### config.mk
export PLATFORM = sky130hd
export DESIGN_NAME = muldiv_seq
export DESIGN_NICKNAME = d
export VERILOG_FILES = /design/src/rtl/muldiv_seq_pkg.sv /design/src/rtl/muldiv_seq_step.sv /design/src/rtl/muldiv_seq.sv
export SDC_FILE = /design/constraint.sdc
export NUM_CORES = 1
export LEC_CHECK = 0
export ABC_CLOCK_PERIOD_IN_PS = 7900
export BUFFER_PORTS_ARGS = -buffer_cell sky130_fd_sc_hd__buf_4
export CORE_MARGIN = 4
export CORE_UTILIZATION = 29
export CTS_CLUSTER_DIAMETER = 50
export DETAILED_ROUTE_END_ITERATION = 7
export SLEW_MARGIN = 25
export SYNTH_ARGS = -nofsm -noshare
export SYNTH_HDL_FRONTEND = slang
export SYNTH_SLANG_ARGS = --single-unit
### constraint.sdc
create_clock -name clock -period 7.9 [get_ports clock]
set_clock_uncertainty 0.1 [all_clocks]
set_input_delay 1.58 -clock clock [delete_from_list [all_inputs] [get_ports clock]]
set_output_delay 1.58 -clock clock [all_outputs]
set_load 0.05 [all_outputs]
### src/rtl/muldiv_seq_pkg.sv
// Shared definitions for the sequential multiply/divide unit: ALU op codes,
// FSM state encoding and op-classification helpers.
package muldiv_seq_pkg;

  localparam logic [4:0] ALU_MUL    = 5'h08;
  localparam logic [4:0] ALU_MULH   = 5'h09;
  localparam logic [4:0] ALU_MULHSU = 5'h0A;
  localparam logic [4:0] ALU_MULHU  = 5'h0B;
  localparam logic [4:0] ALU_DIV    = 5'h0C;
  localparam logic [4:0] ALU_DIVU   = 5'h0D;
  localparam logic [4:0] ALU_REM    = 5'h0E;
  localparam logic [4:0] ALU_REMU   = 5'h0F;

  typedef enum logic [1:0] {
    ST_IDLE = 2'd0,
    ST_BUSY = 2'd1,
    ST_DONE = 2'd2
  } state_t;

  function automatic logic op_known(input logic [4:0] op);
    return op inside {ALU_MUL, ALU_MULH, ALU_MULHSU, ALU_MULHU,
                      ALU_DIV, ALU_DIVU, ALU_REM, ALU_REMU};
  endfunction

  function automatic logic op_is_div(input logic [4:0] op);
    return op inside {ALU_DIV, ALU_DIVU, ALU_REM, ALU_REMU};
  endfunction

  function automatic logic op_is_rem(input logic [4:0] op);
    return op inside {ALU_REM, ALU_REMU};
  endfunction

  function automatic logic op_is_hi(input logic [4:0] op);
    return op inside {ALU_MULH, ALU_MULHSU, ALU_MULHU};
  endfunction

  function automatic logic op_a_signed(input logic [4:0] op);
    return op inside {ALU_MUL, ALU_MULH, ALU_MULHSU, ALU_DIV, ALU_REM};
  endfunction

  function automatic logic op_b_signed(input logic [4:0] op);
    return op inside {ALU_MUL, ALU_MULH, ALU_DIV, ALU_REM};
  endfunction

endpackage

### src/rtl/muldiv_seq_step.sv
// One combinational iteration: shift-add for multiply, restoring subtract
// for divide (acc holds {remainder, dividend/quotient} when dividing).
module muldiv_step #(
  parameter int unsigned XLEN = 32
) (
  input  logic              is_div,
  input  logic [2*XLEN-1:0] acc_in,
  input  logic [2*XLEN-1:0] mcand_in,
  input  logic [XLEN-1:0]   opb_in,
  output logic [2*XLEN-1:0] acc_out,
  output logic [2*XLEN-1:0] mcand_out,
  output logic [XLEN-1:0]   opb_out
);

  logic [XLEN:0] rem_shift;
  logic [XLEN:0] diff;

  always_comb begin
    rem_shift = {acc_in[2*XLEN-1:XLEN], acc_in[XLEN-1]};
    diff      = rem_shift - {1'b0, opb_in};
    mcand_out = mcand_in;
    opb_out   = opb_in;
    if (is_div) begin
      // Borrow out of the top bit means the divisor did not fit: restore.
      if (diff[XLEN]) acc_out = {rem_shift[XLEN-1:0], acc_in[XLEN-2:0], 1'b0};
      else            acc_out = {diff[XLEN-1:0], acc_in[XLEN-2:0], 1'b1};
    end else begin
      acc_out   = acc_in + (opb_in[0] ? mcand_in : '0);
      mcand_out = mcand_in << 1;
      opb_out   = opb_in >> 1;
    end
  end

endmodule

### src/rtl/muldiv_seq.sv
// Iterative RV-style multiply/divide unit: one step per cycle, sign fix-up
// on completion, valid/ready handshake on both sides.
module muldiv_seq
  import muldiv_seq_pkg::*;
#(
  parameter int unsigned XLEN = 32
) (
  input  logic            clock,
  input  logic            reset_n,
  input  logic            in_valid,
  output logic            in_ready,
  input  logic [4:0]      alu_op,
  input  logic            s_32,
  input  logic [XLEN-1:0] op_a,
  input  logic [XLEN-1:0] op_b,
  input  logic            kill,
  output logic            out_valid,
  input  logic            out_ready,
  output logic [XLEN-1:0] result
);

  localparam int unsigned CW = $clog2(XLEN);
  localparam bit IS64 = (XLEN == 64);
  localparam logic [XLEN-1:0] MOST_NEG = {1'b1, {(XLEN-1){1'b0}}};

  function automatic logic [XLEN-1:0] sext32(input logic [31:0] v);
    return XLEN'($signed(v));
  endfunction

  function automatic logic [XLEN-1:0] fit(input logic w, input logic [XLEN-1:0] v);
    return w ? sext32(v[31:0]) : v;
  endfunction

  state_t            state;
  logic [4:0]        op_q;
  logic              w_q, neg_q;
  logic [CW-1:0]     cnt;
  logic [2*XLEN-1:0] acc, mcand;
  logic [XLEN-1:0]   opb;

  logic              w_in, sign_a, sign_b, div_zero, div_ovf;
  logic [XLEN-1:0]   a_ext, b_ext, a_mag, b_mag;
  logic [2*XLEN-1:0] acc_nx, mcand_nx, prod;
  logic [XLEN-1:0]   opb_nx, quo, rem, mul_sel, res_fin;

  always_comb begin
    w_in   = IS64 && s_32;
    a_ext  = w_in ? (op_a_signed(alu_op) ? sext32(op_a[31:0]) : XLEN'(op_a[31:0])) : op_a;
    b_ext  = w_in ? (op_b_signed(alu_op) ? sext32(op_b[31:0]) : XLEN'(op_b[31:0])) : op_b;
    sign_a = op_a_signed(alu_op) && a_ext[XLEN-1];
    sign_b = op_b_signed(alu_op) && b_ext[XLEN-1];
    a_mag  = sign_a ? -a_ext : a_ext;
    b_mag  = sign_b ? -b_ext : b_ext;
    div_zero = op_is_div(alu_op) && (b_ext == '0);
    div_ovf  = op_is_div(alu_op) && op_b_signed(alu_op) && (b_ext == '1) &&
               (a_ext == (w_in ? sext32(32'h8000_0000) : MOST_NEG));
  end

  muldiv_step #(.XLEN(XLEN)) u_step (
    .is_div    (op_is_div(op_q)),
    .acc_in    (acc),
    .mcand_in  (mcand),
    .opb_in    (opb),
    .acc_out   (acc_nx),
    .mcand_out (mcand_nx),
    .opb_out   (opb_nx)
  );

  always_comb begin
    prod    = neg_q ? -acc_nx : acc_nx;
    quo     = neg_q ? -acc_nx[XLEN-1:0] : acc_nx[XLEN-1:0];
    rem     = neg_q ? -acc_nx[2*XLEN-1:XLEN] : acc_nx[2*XLEN-1:XLEN];
    mul_sel = op_is_hi(op_q) ? (w_q ? XLEN'(prod[63:32]) : prod[2*XLEN-1:XLEN])
                             : prod[XLEN-1:0];
    if (op_is_div(op_q)) res_fin = fit(w_q, op_is_rem(op_q) ? rem : quo);
    else                 res_fin = fit(w_q, mul_sel);
  end

  assign in_ready  = (state == ST_IDLE);
  assign out_valid = (state == ST_DONE);

  always_ff @(posedge clock or negedge reset_n) begin
    if (!reset_n) begin
      state  <= ST_IDLE;
      op_q   <= '0;
      w_q    <= 1'b0;
      neg_q  <= 1'b0;
      cnt    <= '0;
      acc    <= '0;
      mcand  <= '0;
      opb    <= '0;
      result <= '0;
    end else if (kill) begin
      state  <= ST_IDLE;
      result <= '0;
    end else begin
      case (state)
        ST_IDLE: if (in_valid) begin
          op_q  <= alu_op;
          w_q   <= w_in;
          neg_q <= op_is_rem(alu_op) ? sign_a : (sign_a ^ sign_b);
          cnt   <= w_in ? CW'(31) : CW'(XLEN - 1);
          opb   <= b_mag;
          if (!op_known(alu_op)) begin
            state  <= ST_DONE;
            result <= '0;
          end else if (div_zero) begin
            state  <= ST_DONE;
            result <= op_is_rem(alu_op) ? fit(w_in, op_a) : '1;
          end else if (div_ovf) begin
            state  <= ST_DONE;
            result <= op_is_rem(alu_op) ? '0 : fit(w_in, op_a);
          end else begin
            state <= ST_BUSY;
            // Word divides pre-align the dividend so its MSB is shifted out first.
            if (op_is_div(alu_op)) begin
              acc   <= {{XLEN{1'b0}}, (w_in ? (a_mag << (XLEN - 32)) : a_mag)};
              mcand <= '0;
            end else begin
              acc   <= '0;
              mcand <= {{XLEN{1'b0}}, a_mag};
            end
          end
        end
        ST_BUSY: begin
          acc   <= acc_nx;
          mcand <= mcand_nx;
          opb   <= opb_nx;
          cnt   <= cnt - 1'b1;
          if (cnt == '0) begin
            state  <= ST_DONE;
            result <= res_fin;
          end
        end
        ST_DONE: if (out_ready) begin
          state  <= ST_IDLE;
          result <= '0;
        end
        default: state <= ST_IDLE;
      endcase
    end
  end

endmodule

==> reports/summary.txt <==
post-route ant nets: 0
power share of the combinational group: 50.8%
H-tree depth: 2
CTS sink cnt: 205
CTS Hold Bufs: 0
final total power: 5.98 mW
setup TNS: 0 ns
core box area: 75800 um^2
Final Max Tran Viols: 0
root buffer cell: clkbuf_16
Rows: 101
CTS tree: built
top_reg_cell synth: dfrtp_1
Worst path slowest cell: or4_1
proportion of layout cells with a drive suffix above 1: 9.50%
cts bufs inserted: 34
Switching Share: 47.8%
1st-pass router iterations: 6
die width: 284 um
largest net degree at the start of global routing: 99
CP peak stage delay: 0.63 ns
status: finished, final reports clean
final setup violation count: 0
total routed wirelength: 89300 um
GRT Total Usage: 20.9%
final cycle utilization of the critical path: 84.6%
Slew @ Worst Pin: 1.00 ns
clock power share: 24.9%
Reg clk slew, reported paths: 0.06 ns
CP delay by family, top: simple AND/OR/NAND/NOR gates
Slew HR: 32.6%
placed insts: 3929
crit path launch type: register
hpwl dp: 67900 um
count leader, synth: nand2_1
Clock Latency Late Sink: 0.56 ns
post-route minimum period: 6.68 ns
Worst setup EP type: register
Worst EP arrival: 7.07 ns
post-route cell area: 24900 um^2
area of placed instances: 23700 um^2
Post-Synthesis Cell Area: 22100 um^2
Starting Density: 29.2%
CP cell instances: inv_1, ha_1, inv_1, fa_1, a211oi_1, o211ai_1, and3_1, or2_4, a311oi_4, buf_4, o31a_1, ha_1, and3_1, nand3_1, or4_1, nor3_1, nand2_1, nand2_1, a211oi_1, a211oi_1, o21ai_0, nand2_1
Max IR drop VDD: 0.000302 V
post-cts resize count: 0
P per Cell Area: 240 nW/um^2
routability congestion estimate: 1.02
sequential cell area fraction in the yosys report: 23.2%
setup bufs post-CTS: 0
Post-Layout Cell Count: 3990
CTS Buffer Depth: 3
global-route wire length before repair: 134000 um
RSZ-0062 raised after global routing: false
fillers: 8211
Synth top area share: 23.2%
Synth Net Count: 3183
WHS: 0.373 ns
Internal Power: 3.12 mW
Sequential Power Share: 24.2%
DR WL/cell: 22.4 um
Worst Hold Class: register to register
list of most frequent post-synthesis cells: nand2_1 (371), a21oi_1 (293), nor2_1 (272)
Yosys cell types: 109
Post-Syn Instances: 3002
Async S/R FF share, synth: 100%
Post-synth EDFFs: 0
P_sw: 2.86 mW
dominant cell type by area after synthesis: dfrtp_1
synthesized area per cell: 7.37 um^2
WS Path Type: register to register
GR Overflow Total: 0
Final Hold Fails: 0
Nets: 3168
leakage: 10.3 nW
CP max FO: 17
Buffers on Ports: 107
Synth area leaders: dfrtp_1 (23%), a21oi_1 (6.6%), nand2_1 (6.3%)
P&R area growth vs syn: 12.3%
Boundary Pins: 109
FF+latch count, synth: 205
CP Buf/Inv Count: 3
Max Cap Violations: 0
Ys Warns: 0
Worst EP required: 8.28 ns
antenna violations before repair: 1
number of global-route vias before repair: 22000
DRC violations left: 0
Die H: 284 um
Die Area: 80800 um^2
R2R setup slack: 1.22 ns
Max Clk Rate: 150 MHz
vias: 23900
vias per std cell: 5.98
starting DRC count in detailed routing: 2726
## layout by cell type (no fill, tap or decap), types with 44 or more instances in the layout
cell / Yosys / layout
a21oi_1: 293 / 292
a22o_1: 50 / 50
and2_1: 84 / 84
buf_4: 1 / 144
dfrtp_1: 205 / 204
ha_1: 104 / 102
inv_1: 77 / 77
nand2_1: 371 / 369
nand3_1: 53 / 52
nand4_1: 58 / 58
nor2_1: 272 / 270
nor3_1: 68 / 66
o21ai_0: 257 / 257
o31ai_1: 44 / 44
xnor2_1: 100 / 100
xor2_1: 78 / 78
## path summary, 6_finish.rpt
| check | endpoint | from | cells after the start |
|---|---|---|---|
| max reg2reg | result[12] | acc[31] | 22 |
| min reg2reg | result[12] | result[12] | 2 |
| min in group asynchronous | mcand[3] | reset_n | 1 |
| max | result[12] | acc[31] | 22 |
| min | result[12] | result[12] | 2 |
| max in group asynchronous | mcand[44] | reset_n | 2 |
## final cells by class
type	instances	area [um^2]	share of cell area (%)
inverters	78	293	1.18
flip-flops and latches	205	5130	20.6
repair buffers	146	1120	4.49
well taps	978	1220	4.92
clock inverters	23	228	0.916
multi-input cells	2522	16000	64.3
clock buffers	37	872	3.51
diodes	1	2.50	0.0101
## cell families (layout without fill, tap and decap cells)
logic type,count (synthesis),count (layout),synth area share (%)
fa+ha+maj,137,137,7.46
buf+inv,275,284,4.85
simple gates,1092,1092,23.7
compound gates,1064,1064,31.4
other cells,0,1,0
flops,205,205,23.2
xor+xnor,178,178,7.05
mux,51,51,2.40
## power groups by stage
| stage | Clock [mW] | Combinational [mW] | Sequential (mW) |
|---|---|---|---|
| floorplan | 0 | 1.99 | 1.48 |
| global placement | 0 | 2.94 | 1.46 |
| detailed placement | 0 | 2.95 | 1.46 |
| CTS | 1.52 | 2.96 | 1.44 |
| global route | 1.56 | 3.28 | 1.48 |
| finish | 1.49 | 3.04 | 1.45 |
## per-stage QoR
stage          utilization, %  setup WS (ns)
2_1_floorplan               -           2.62
3_3_place_gp             31.3           1.34
3_5_place_dp             31.3           1.42
4_1_cts                  32.8           1.37
5_1_grt                  32.8          0.780
6_report                 32.8           1.22
## routing by layer
| layer | vias up | GRT usage (%) | share of wire [%] |
|---|---|---|---|
| li1 | 11100 | - | - |
| met1 | 11400 | 28.5 | 43 |
| met2 | 1157 | 33.2 | 44 |
| met3 | 209 | 3.22 | 8.7 |
| met4 | 0 | 8.52 | 4.4 |
| met5 | - | 0 | 0 |
## worst register-to-register path, delay by kind of cell, from the launching register on
family                     cells  cell delay [ns]
adders and majority gates      3             0.87
buffers and inverters          3             0.43
DFF                            1             0.45
and+or+nand+nor                9             2.67
AOI/OAI and AO/OA              7             2.09
## sequential cells by signal (all words and copies together) (netlist names)
name	count
op_q	5
opb	32
acc	64
result	32
neg_q	1
state	2
mcand	64
cnt	5
Note: power is estimated with default switching activity, not from simulation.
